[src/rtl/mac_mul_sequencer_pkg.sv]
// ============================================================================
// Module   : mac_mul_sequencer_pkg
// Brief    : FSM state encoding, cfg codes and cfg helpers for the sequencer.
// Revision : 1.0
// ============================================================================
`default_nettype none

package mac_mul_sequencer_pkg;

  typedef enum logic [1:0] {
    ST_IDLE = 2'd0,
    ST_RUN  = 2'd1,
    ST_DONE = 2'd2
  } state_t;

  localparam logic [1:0] CFG_SINGLE = 2'b00;
  localparam logic [1:0] CFG_DUAL   = 2'b01;
  localparam logic [1:0] CFG_QUAD   = 2'b10;
  localparam logic [1:0] CFG_RSVD   = 2'b11;

  // The reserved code is executed (and reported) as a single-byte operation.
  function automatic logic [1:0] cfg_normalize(input logic [1:0] cfg);
    return (cfg == CFG_RSVD) ? CFG_SINGLE : cfg;
  endfunction

  function automatic logic [1:0] cfg_last_beat(input logic [1:0] cfg);
    case (cfg)
      CFG_DUAL: return 2'd1;
      CFG_QUAD: return 2'd3;
      default:  return 2'd0;
    endcase
  endfunction

endpackage

`default_nettype wire

[src/rtl/mac_mul_sequencer_beat_ctr.sv]
// ============================================================================
// Module   : mac_mul_beat_ctr
// Brief    : Beat index counter with terminal-count flag against last_i.
// Revision : 1.0
// ============================================================================
`default_nettype none

module mac_mul_beat_ctr (
  input  logic       clk,
  input  logic       rst,
  input  logic       clr_i,
  input  logic       inc_i,
  input  logic [1:0] last_i,
  output logic [1:0] k_o,
  output logic       tc_o
);

  logic [1:0] k_q;
  logic [1:0] k_d;

  always_comb begin
    k_d = k_q;
    if (clr_i) begin
      k_d = '0;
    end else if (inc_i) begin
      k_d = k_q + 2'd1;
    end
  end

  always_ff @(posedge clk) begin
    if (rst) begin
      k_q <= '0;
    end else begin
      k_q <= k_d;
    end
  end

  assign k_o  = k_q;
  assign tc_o = (k_q == last_i);

endmodule

`default_nettype wire

[src/rtl/mac_mul_sequencer.sv]
// ============================================================================
// Module   : mac_mul_sequencer
// Brief    : Byte-serial multiply sequencer; accumulates shifted partial
//            products returned by an external A*byte multiply block.
// Revision : 1.0
// ============================================================================
`default_nettype none

module mac_mul_sequencer
  import mac_mul_sequencer_pkg::*;
#(
  parameter int MAC_CONF_WIDTH = 2,
  parameter int MAC_MIN_WIDTH  = 8,
  parameter int MAC_INT_WIDTH  = 5 * MAC_MIN_WIDTH,
  parameter int MAC_PROD_WIDTH = 8 * MAC_MIN_WIDTH
) (
  input  logic                        clk,
  input  logic                        rst,
  input  logic                        en,
  input  logic                        in_valid,
  output logic                        in_ready,
  input  logic [4*MAC_MIN_WIDTH-1:0]  in_a,
  input  logic [4*MAC_MIN_WIDTH-1:0]  in_b,
  input  logic [MAC_CONF_WIDTH-1:0]   in_cfg,
  output logic [MAC_MIN_WIDTH-1:0]    mul_a0,
  output logic [MAC_MIN_WIDTH-1:0]    mul_a1,
  output logic [MAC_MIN_WIDTH-1:0]    mul_a2,
  output logic [MAC_MIN_WIDTH-1:0]    mul_a3,
  output logic [MAC_MIN_WIDTH-1:0]    mul_b0,
  output logic [MAC_CONF_WIDTH-1:0]   mul_cfg,
  input  logic [MAC_INT_WIDTH-1:0]    mul_c,
  output logic                        out_valid,
  input  logic                        out_ready,
  output logic [MAC_PROD_WIDTH-1:0]   out_prod,
  output logic [MAC_CONF_WIDTH-1:0]   out_cfg
);

  localparam int C_OP_WIDTH = 4 * MAC_MIN_WIDTH;

  state_t                    state_q, state_d;
  logic [C_OP_WIDTH-1:0]     a_q, a_d;
  logic [C_OP_WIDTH-1:0]     b_q, b_d;
  logic [MAC_CONF_WIDTH-1:0] cfg_q, cfg_d;
  logic [MAC_PROD_WIDTH-1:0] acc_q, acc_d;

  logic                      w_run;
  logic                      w_clr;
  logic                      w_inc;
  logic                      w_tc;
  logic [1:0]                w_k;
  logic [1:0]                w_last;
  logic [MAC_CONF_WIDTH-1:0] w_cfg_norm;
  logic [MAC_PROD_WIDTH-1:0] w_beat_term;
  logic [MAC_MIN_WIDTH-1:0]  w_b_byte;
  logic [MAC_MIN_WIDTH-1:0]  w_a_byte [4];

  assign w_run      = (state_q == ST_RUN);
  assign w_cfg_norm = MAC_CONF_WIDTH'(cfg_normalize(in_cfg[1:0]));
  assign w_last     = cfg_last_beat(cfg_q[1:0]);

  mac_mul_beat_ctr u_beat_ctr (
    .clk    (clk),
    .rst    (rst),
    .clr_i  (w_clr),
    .inc_i  (w_inc),
    .last_i (w_last),
    .k_o    (w_k),
    .tc_o   (w_tc)
  );

  // Beat k selects B byte k and weights the returned partial product by 2^(8k).
  always_comb begin
    w_beat_term = '0;
    w_b_byte    = '0;
    for (int i = 0; i < 4; i++) begin
      if (w_k == 2'(i)) begin
        w_beat_term = MAC_PROD_WIDTH'(mul_c) << (i * MAC_MIN_WIDTH);
        w_b_byte    = b_q[i*MAC_MIN_WIDTH +: MAC_MIN_WIDTH];
      end
    end
  end

  for (genvar gi = 0; gi < 4; gi++) begin : g_a_byte
    assign w_a_byte[gi] = (w_run && (2'(gi) <= w_last))
                        ? a_q[gi*MAC_MIN_WIDTH +: MAC_MIN_WIDTH] : '0;
  end

  always_comb begin
    state_d = state_q;
    a_d     = a_q;
    b_d     = b_q;
    cfg_d   = cfg_q;
    acc_d   = acc_q;
    w_clr   = 1'b0;
    w_inc   = 1'b0;
    case (state_q)
      ST_IDLE: begin
        if (in_valid) begin
          a_d     = in_a;
          b_d     = in_b;
          cfg_d   = w_cfg_norm;
          acc_d   = '0;
          w_clr   = 1'b1;
          state_d = ST_RUN;
        end
      end
      ST_RUN: begin
        if (en) begin
          acc_d = acc_q + w_beat_term;
          w_inc = 1'b1;
          if (w_tc) begin
            state_d = ST_DONE;
          end
        end
      end
      ST_DONE: begin
        if (out_ready) begin
          state_d = ST_IDLE;
        end
      end
      default: state_d = ST_IDLE;
    endcase
  end

  always_ff @(posedge clk) begin
    if (rst) begin
      state_q <= ST_IDLE;
      a_q     <= '0;
      b_q     <= '0;
      cfg_q   <= '0;
      acc_q   <= '0;
    end else begin
      state_q <= state_d;
      a_q     <= a_d;
      b_q     <= b_d;
      cfg_q   <= cfg_d;
      acc_q   <= acc_d;
    end
  end

  assign in_ready  = (state_q == ST_IDLE);
  assign out_valid = (state_q == ST_DONE);
  assign out_prod  = out_valid ? acc_q : '0;
  assign out_cfg   = out_valid ? cfg_q : '0;

  assign mul_a0  = w_a_byte[0];
  assign mul_a1  = w_a_byte[1];
  assign mul_a2  = w_a_byte[2];
  assign mul_a3  = w_a_byte[3];
  assign mul_b0  = w_run ? w_b_byte : '0;
  assign mul_cfg = w_run ? cfg_q : '0;

endmodule

`default_nettype wire

[config.mk]
export PLATFORM = sky130hd
export DESIGN_NAME = mac_mul_sequencer
export DESIGN_NICKNAME = d
export VERILOG_FILES = /design/src/rtl/mac_mul_sequencer_pkg.sv /design/src/rtl/mac_mul_sequencer_beat_ctr.sv /design/src/rtl/mac_mul_sequencer.sv
export SDC_FILE = /design/constraint.sdc
export NUM_CORES = 1
export LEC_CHECK = 0
export ABC_AREA = 1
export CORE_UTILIZATION = 25
export CTS_CLUSTER_DIAMETER = 80
export DETAILED_ROUTE_END_ITERATION = 8
export GPL_TIMING_DRIVEN = 1
export PLACE_DENSITY = 0.47
export SYNTH_ARGS = -nofsm -noshare
export SYNTH_HDL_FRONTEND = slang
export SYNTH_HIERARCHICAL = 1
export SYNTH_SLANG_ARGS = --single-unit
[constraint.sdc]
create_clock -name clk -period 3.75 [get_ports clk]
set_clock_uncertainty 0.15 [all_clocks]
set_input_delay 0.75 -clock clk [delete_from_list [all_inputs] [get_ports clk]]
set_output_delay 0.75 -clock clk [all_outputs]
set_load 0.005 [all_outputs]
Yosys cells after proc, flatten, opt, wreduce, memory -nomap -nowiden
Index checks and enable logic that the tools add are counted.

storage, ports and cells
  bits of input ports = 111
  register bits = 134
  output and inout port bits = 110
  word-level logic and storage cells = 66

operators by class
  multiplexer cells = 30
  magnitude comparators = 4
  reductions and logical operators = 11
  eq/ne operators = 13
  add/sub/neg operators = 2

operators by type and width
  operator                                                                count
  64-bit two-way mux                                                      6
  64-bit one-hot mux with 2 select lines                                  1
  8-bit two-way mux                                                       9
  64-bit adder                                                            1
  40-bit two-way mux                                                      1
  2-bit two-way mux                                                       7
  2-bit equality test (second input constant)                             5
  2-bit by 1-bit equality test with 1-bit output (second input constant)  3
  2-bit one-hot mux with 3 select lines                                   1
  1-bit by 2-bit <= comparator with 1-bit output (first input constant)   2
  2-bit <= comparator (first input constant)                              2
  1-bit logical AND                                                       4
  2-bit logical NOT                                                       2
  1-bit two-way mux                                                       4
  2-bit by 1-bit != test with 1-bit output (second input constant)        2
  2-bit != test (second input constant)                                   2
  2-bit one-hot mux with 2 select lines                                   1
  4-bit AND reduction                                                     1
  3-bit AND reduction                                                     1
  2-bit by 1-bit adder with 2-bit output (second input constant)          1
  2-bit equality test                                                     1
  2-bit AND reduction                                                     1
  2-bit nonzero test                                                      1
  2-bit OR reduction                                                      1

Depth between registers and ports, before layout
Gate-level depths: netlist of run 1.

  word-level depth = 8
  gate-level depth with buffers = 21
  depth with buffers taken out = 20

Modules after synthesis
Netlist of run 1, hierarchy kept.

by module, submodules not included
  module             sequential area each (um2)  area each (um2)  cells each  instances
  mac_mul_sequencer  2,642.5                     12,405.6         2,259       1
  mac_mul_beat_ctr   40.0                        120.1            22          1

Least setup slack after synthesis of run 1
Ideal clock, no wire load.

  path type = reg2reg
  from = register u_beat_ctr.k_q[1] (netlist: u_beat_ctr/k_o[1])
  to = register acc_q[60]
  path slack = 868 ps
  arrival = 2,600 ps
  clock period less this slack = 2,882 ps
  cell stages (with the launch flop) = 20
  cells stage by stage = dfxtp_1 -> buf_2 -> nor2_2 -> clkinv_1 -> clkbuf_1 -> nor2_1 -> ha_1 -> inv_1 -> fa_1 -> nor2_1 -> or2_1 -> nand2_1 -> nand2_2 -> nand2_1 -> nand2_2 -> nand2_1 -> nand2_1 -> nand2_1 -> nand3_1 -> a21oi_1

on the way
  longest elaborated chain between the ends = 8

ends and longest elaborated chain
  element                                   RTL line                          RTL
  start: declaration                        mac_mul_sequencer_beat_ctr.sv:18  logic [1:0] k_q;
  start signal: assignment                  mac_mul_sequencer_beat_ctr.sv:34  k_q <= k_d;
  2-bit logical NOT                         mac_mul_sequencer.sv:76           if (w_k == 2'(i)) begin
  40-bit two-way mux                        mac_mul_sequencer.sv:76
  64-bit two-way mux (2 in a row)           mac_mul_sequencer.sv:76
  64-bit two-way mux *                      mac_mul_sequencer.sv:76
  64-bit adder *                            mac_mul_sequencer.sv:109          acc_d = acc_q + w_beat_term;
  64-bit two-way mux *                      mac_mul_sequencer.sv:108          if (en) begin
  64-bit one-hot mux with 2 select lines *  mac_mul_sequencer.sv:96           case (state_q)
  end signal: assignment                    mac_mul_sequencer.sv:131          acc_q <= '0;
  end signal: assignment                    mac_mul_sequencer.sv:137          acc_q <= acc_d;
  end: declaration                          mac_mul_sequencer.sv:44           logic [MAC_PROD_WIDTH-1:0] acc_q, acc_d;

Every way passes the cells marked *; elsewhere a longest branch is shown, timed or not. The select of a mux whose other input is x is not followed.
A chain may end at the register's enable or synchronous reset.

Final worst setup path of run 1
  from = input port mul_c[14]
  to = register acc_q[32]

on the way
  longest elaborated chain between the ends = 7

ends and longest elaborated chain
  element                                   RTL line                  RTL
  start: declaration                        mac_mul_sequencer.sv:31   input logic [MAC_INT_WIDTH-1:0] mul_c,
  40-bit two-way mux                        mac_mul_sequencer.sv:76
  64-bit two-way mux                        mac_mul_sequencer.sv:76
  64-bit two-way mux * (2 in a row)         mac_mul_sequencer.sv:76
  64-bit adder *                            mac_mul_sequencer.sv:109
  64-bit two-way mux *                      mac_mul_sequencer.sv:108
  64-bit one-hot mux with 2 select lines *  mac_mul_sequencer.sv:96

Marked as above.

==> results of run 1 <==
## layout by cell type (no fill, tap or decap), types with 5 or more instances in the layout
cell             netlist  layout
a2111oi_0              5       5
a21oi_1              172     169
a221oi_1               9       9
buf_4                  3     165
clkbuf_16              0      17
clkdlybuf4s50_1        0     219
dfxtp_1              134     134
ha_1                  68      68
inv_1                449     449
inv_2                 22      21
inv_6                  0       7
nand2_1              665     663
nand2_2               26      28
nand3_1               85      85
nand3_2               12      12
nand3b_1               6       6
nand4_1                8       8
nor2_1               293     292
nor2_2                30      31
nor3_1                12      12
o211a_1                8       8
o21ai_0              125     124
o21ai_1                8       9
o22ai_1               35      35
or2_2                  7       7
## final cells by class
cell class | instances | area share [%]
multi-input combinational | 1604 | 45.48
timing repair buffer | 388 | 20.40
sequential | 134 | 15.66
inverter | 474 | 10.42
tap | 664 | 4.849
clock buffer | 19 | 2.527
clock inverter | 13 | 0.6573
## kinds of logic after synthesis
group,after synthesis
adder cells (fa/ha/maj),69
AND/OR/NAND/NOR,1161
AO/OA/AOI/OAI,373
flip-flops,134
XOR/XNOR,1
buffers and inverters,543
## sequential cells by signal, indices dropped and copies added, names as in the netlist
| name | flops |
|---|---|
| acc_q | 64 |
| a_q | 32 |
| b_q | 32 |
| cfg_q | 2 |
| state_q | 2 |
| u_beat_ctr/k_o | 2 |
## stage by stage
step                utilization, %  TNS [ns]  total power (uW)  setup slack [ns]
finish                       34.86         0              4486            0.1499
CTS                          34.77         0              4536           0.05787
detailed placement           33.66    -4.506              2850           -0.3482
global placement             33.66    -3.691              2842           -0.3118
global route                 34.86         0              4740          0.009135
floorplan                        -         0              2260            0.8676
## power by group
| group | leakage [uW] | internal, uW | switching [uW] |
|---|---|---|---|
| Combinational | 0.00702 | 509 | 736 |
| Clock | 0.000258 | 865 | 799 |
| Sequential | 0.00110 | 1520 | 57.6 |
## what timing repair did
item | CTS | global route
setup endpoints to repair | 0 | 24
buffers inserted | 0 | 2
resized for setup | 0 | 8
## routing by layer
layer | track usage [%] | vias to the layer above | share of wire (%) | routed length, microns
li1 | - | 7702 | - | -
met1 | 28.83 | 6673 | 46 | 25550
met2 | 34.55 | 477 | 43 | 23780
met3 | 6.089 | 80 | 8.1 | 4459
met4 | 7.088 | 8 | 2.7 | 1500
met5 | 0 | - | 0.10 | 57
## worst paths after layout
| path | slack, ns | cells past startpoint | endpoint |
|---|---|---|---|
| setup / recovery | 0.15 | 17 | acc_q[32] |
| hold / removal | 0.30 | 2 | a_q[3] |
| setup reg to reg | 0.24 | 19 | acc_q[56] |
| hold reg to reg | 0.30 | 2 | a_q[3] |
## tightest hold or removal path, stage by stage, from the launching register on
cell	delay [ns]
dfxtp_1	0.30
inv_1	0.06
a21oi_1	0.05
==> results.cfg, run 1 <==
[setup_path]
worstSetupStartpointType = input port
crit_arrival_ns = 3.83
r2r-start = u_beat_ctr/k_o[1]
crit_type = in -> reg
crit_buf_inv = 4
worstSetupStartpoint = mul_c[14]
required_ns = 3.98
crit_path_top_delay_cell = clkdlybuf4s50_1
cp_cell_sequence = clkdlybuf4s50_1 > inv_1 > o21ai_0 > o21ai_0 > a21oi_1 > ha_1 > nand2_1 > inv_1 > nand2_1 > buf_4 > nor3_4 > nand2_1 > a21oi_2 > nor2_1 > nand2_1 > nand3_1 > a21oi_1
cp_common_cell = nand2_1
cp_max_fo = 4
slowest_delay_ns = 0.60
cp-end-kind = flip-flop
critical_path.top_delay_family = compound AO/OA/AOI/OAI gates

[routing]
via_per_inst = 4.533
drc = 0
dr_total_vias = 14940
wl_per_cell_microns = 16.79
dr.pass1.iters = 5
routed_wl_mm = 55.35
drtIter0Drc = 1026
final_antenna_net_count = 0

[sta]
timing.final.crit_share_pct = 96.00
max_slew_margin_pct = 36.57
rsz0062_at_grt = no
hold_violations = 0
drv_slew = 0
hold_ws_ns = 0.3039
tightest_slew_ns = 0.9514
fmax_mhz = 277.8
final.min_clock_period_ns = 3.600
setup_viol_count_final = 0

[cts]
cts_tree = yes
cts.sinks = 134
clk_latency_ns = 0.46
cts_buffers = 17
hold_buffers = 0
clk_pin_slew_ns = 0.07
h-tree-depth = 4
cts.path.max_buffers = 2
root_buffer = clkbuf_16

[logic_synthesis]
netlist_area_sq_um = 12530
synth-async-reset-ratio_pct = 0
synth_common_cells = 665 x nand2_1, 449 x inv_1, 293 x nor2_1
syn_area_per_cell_sq_um = 5.491
synth_fp_nets = 2461
synth_cells = 2281
yosysTopAreaCell = dfxtp_1
synthAdderAreaFrac_pct = 6.952
yosysWarnings = 6
synth-simple-area-share_pct = 38.71
synth-seq-area-share_pct = 21.42
synth_compound_area_share_pct = 16.28
synth_seq_cells = 134
synth_edf_count = 0
synth_xor_xnor_area_share_pct = 0.06992
synth_area_leaders = dfxtp_1 21%, nand2_1 20%, inv_1 13%, nor2_1 8.8%, a21oi_1 6.9%
synth_top_area_share_pct = 21.42
synth_top_family_by_area = simple AND/OR/NAND/NOR gates
ys.flop_type = dfxtp_1
synth.most_common_cell = nand2_1
synth.area.mux_share_pct = 0
yosysUniqueCellTypes = 40

[floorplan]
rows = 81
dieArea_sq_um = 51000
die_width_microns = 225.8
die_h_microns = 225.8
start_util_pct = 25.48
core_sq_um = 49150
boundaryPins = 221

[placed_design]
dpl-instance-area_sq_um = 16550
port_buffers = 220
dp.cells = 3262
routabilityCongestion = 0.9668
dp_hpwl_mm = 45.68

[finish]
areaGrowthSynthToFinish_pct = 36.78
layout.nets = 2799
drive_above_1_share_pct = 11.97
fill_cells = 5524
register_area_sq_um = 2683
antenna_cells = 0
multi_input_area_sq_um = 7792
fin_cells = 3296
final_area_sq_um = 17130

[hold_path]
hp-start = a_q[3]
hold_class = reg -> reg

[power_and_ir_drop]
leakage_uw = 0.008378
ir_worst_vdd_v = 0.0002253
p_per_area_nw_per_um2 = 261.8

[grt]
grt-ovfl-total = 0
grt.total_usage_pct = 21.99
grt_pass1_vias = 14400
grt_pass1_wl_mm = 83.23
antenna_found_initial = 4
grt_max_degree = 65

[job]
max-cap-violations = 0

[run_status]
outcome = finished, final reports clean
(Power assumes the default switching activity.)
==> inputs of run 2 (changes only) <==
--- a/config.mk
+++ b/config.mk
@@ -10,7 +10,6 @@
 export CTS_CLUSTER_DIAMETER = 80
 export DETAILED_ROUTE_END_ITERATION = 8
 export GPL_TIMING_DRIVEN = 1
-export PLACE_DENSITY = 0.47
 export SYNTH_ARGS = -nofsm -noshare
 export SYNTH_HDL_FRONTEND = slang
 export SYNTH_HIERARCHICAL = 1
==> run 2 against run 1 <==
  * Clock-buffer cell count shrank 2
  * First-iteration DRC count grew 12%
  * Combinational power shrank 4%
  * Maximum frequency grew 3.5%
  * Total power grew 1.1%
  * Die area is the same
  * Core utilization shrank 0.53 points
==> results.cfg, run 2 (synthesis gave the netlist of run 1 again) <==
[finish]
fill_cells = 5556
regMostFlops = acc_q
drive_above_1_share_pct = 10.71
final_common_cell = nand2_1
antenna_cells = 0
areaGrowthSynthToFinish_pct = 34.71
largest_reg_flops = 64
layout_common_cells = 663 x nand2_1, 449 x inv_1, 292 x nor2_1, 219 x clkdlybuf4s50_1, 171 x a21oi_1
reg_top3 = acc_q: 64 flops, a_q: 32 flops, b_q: 32 flops
layout.nets = 2762

[grt]
grt-ovfl-total = 0
antenna_found_initial = 1
grt.total_usage_pct = 19.95
grt_max_degree = 65
grt_pass1_wl_mm = 77.46
grt_pass1_vias = 13580

[setup_path]
crit_path_top_delay_cell = dfxtp_1
crit_buf_inv = 6
crit_type = reg -> reg
reg2reg_slack_ns = 0.27
cp_cell_sequence = inv_1 > nor2_1 > buf_4 > a221oi_1 > buf_4 > a21oi_1 > ha_1 > buf_4 > nand2_1 > inv_1 > nand2_1 > nand2_1 > inv_1 > nand2_1 > a21oi_1 > nand2_1 > nand2_1 > nand2_1 > nand2_1 > nand3_1 > a21oi_1
slowest_delay_ns = 0.47
cp-end-kind = flip-flop
worstSetupStartpoint = u_beat_ctr/k_o[1]
required_ns = 3.99
crit_arrival_ns = 3.72
cp_common_cell = nand2_1
worstSetupStartpointType = flip-flop
reg2reg_depth = 21
setup.worst_path.end = acc_q[57]
cp.depth = 21
r2r-start = u_beat_ctr/k_o[1]
cp_max_fo = 19
critical_path.top_delay_family = simple AND/OR/NAND/NOR gates
r2r-end = acc_q[57]

[cts]
clk_latency_ns = 0.46
cts_buffers = 17
h-tree-depth = 4
hold_buffers = 0
cts_setup_buffers = 0
cts_tree = yes
cts.sinks = 134
clk_pin_slew_ns = 0.07
cts.path.max_buffers = 2
root_buffer = clkbuf_16

[sta]
drv_slew = 0
fmax_mhz = 287.6
final.min_clock_period_ns = 3.477
timing.final.crit_share_pct = 92.73
hold_ws_ns = 0.3014
tightest_slew_ns = 0.8649
hold_violations = 0
rsz0062_at_grt = no
max_slew_margin_pct = 42.34
tns_ns = 0
setup_viol_count_final = 0

[power_and_ir_drop]
seqPwrFrac_pct = 34.8
sw_frac_of_total_pct = 35.02
leakage_uw = 0.008202
p_int_uw = 2947
switching_power_uw = 1588
p_per_area_nw_per_um2 = 268.7
pwr-share-comb_pct = 26.4
ir_worst_vdd_v = 0.0002395
finalPower_uw = 4535
clockPowerShare_pct = 38.8

[floorplan]
dieArea_sq_um = 51000
rows = 81
start_util_pct = 25.48
die_h_microns = 225.8
boundaryPins = 221
die_width_microns = 225.8
core_sq_um = 49150

[job]
max-cap-violations = 0

[routing]
wl_per_cell_microns = 15.53
dr_total_vias = 14790
final_antenna_net_count = 0
drc = 0
routed_wl_mm = 50.60
via_per_inst = 4.537
dr.pass1.iters = 5
drtIter0Drc = 1151

[placed_design]
dp_hpwl_mm = 41.53
routabilityCongestion = 0.9598
port_buffers = 220

[run_status]
outcome = finished, final reports clean

[hold_path]
hold_class = reg -> reg
-- run 2: cell count changes in the layout (fill, tap and decap cells not counted), moves of 2 or more --
cell | before | now
buf_4 | 165 | 128
inv_8 | 1 | 4
a21oi_1 | 169 | 171
a21oi_2 | 3 | 1
clkbuf_1 | 2 | 0
inv_2 | 21 | 23
inv_6 | 7 | 5
-- run 2: per-layer routing --
metal | track usage, % | up-vias | part of all wire, %
met5 | 0 | - | 0.022
met4 | 6.693 | 2 | 2.8
met3 | 4.189 | 81 | 7.8
met2 | 31.73 | 516 | 44
met1 | 26.55 | 6556 | 46
li1 | - | 7632 | -
-- run 2: what timing repair did --
action,4_1_cts,5_1_grt
setup endpoints to repair,0,12
hold endpoints to repair,0,0
gates resized for setup,0,4
-- run 2: through the flow --
| stage | cells | utilization [%] | setup slack (ns) | instance area [sq um] |
|---|---|---|---|---|
| 2_1_floorplan | 2281 | - | 0.8676 | 12530 |
| 3_3_place_gp | 3227 | 33.13 | -0.1697 | 16280 |
| 3_5_place_dp | 3227 | 33.13 | -0.1474 | 16280 |
| 4_1_cts | 3259 | 34.32 | 0.2723 | 16870 |
| 5_1_grt | 3259 | 34.33 | 0.04651 | 16870 |
| 6_report | 3259 | 34.33 | 0.2725 | 16870 |
-- run 2: power groups by stage --
stage	clock, uW	sequential [uW]	combinational, uW
after floorplan	0	1590	675
after global placement	0	1610	1180
after detailed placement	0	1610	1190
after CTS	1790	1580	1190
after global routing	1830	1590	1320
final	1760	1580	1200
-- run 2: worst min-delay path by stage --
stage / start / to / slack [ns] / depth (start not counted)
after floorplan: a_q[27] / a_q[27] / 0.28 / 2
after global placement: a_q[31] / a_q[31] / 0.29 / 2
after detailed placement: a_q[18] / a_q[18] / 0.30 / 2
after CTS: a_q[18] / a_q[18] / 0.31 / 2
after global routing: a_q[16] / a_q[16] / 0.31 / 2
final: a_q[2] / a_q[2] / 0.30 / 2
-- run 2: final cells by class --
class / count / area (sq um) / share of cell area [%]
clock buffer: 17 / 425.4 / 2.521
tap: 664 / 830.8 / 4.924
timing repair buffer: 351 / 3218 / 19.07
multi-input combinational: 1604 / 7779 / 46.10
inverter: 474 / 1779 / 10.54
sequential: 134 / 2683 / 15.90
clock inverter: 15 / 158.9 / 0.9417
-- run 2: worst reg2reg max path: cells and delay by family (launching register included) --
kind	cells	cell delay (ns)
compound gates	4	0.67
flops	1	0.47
simple gates	10	1.01
fa+ha+maj	1	0.31
buf+inv	6	0.82
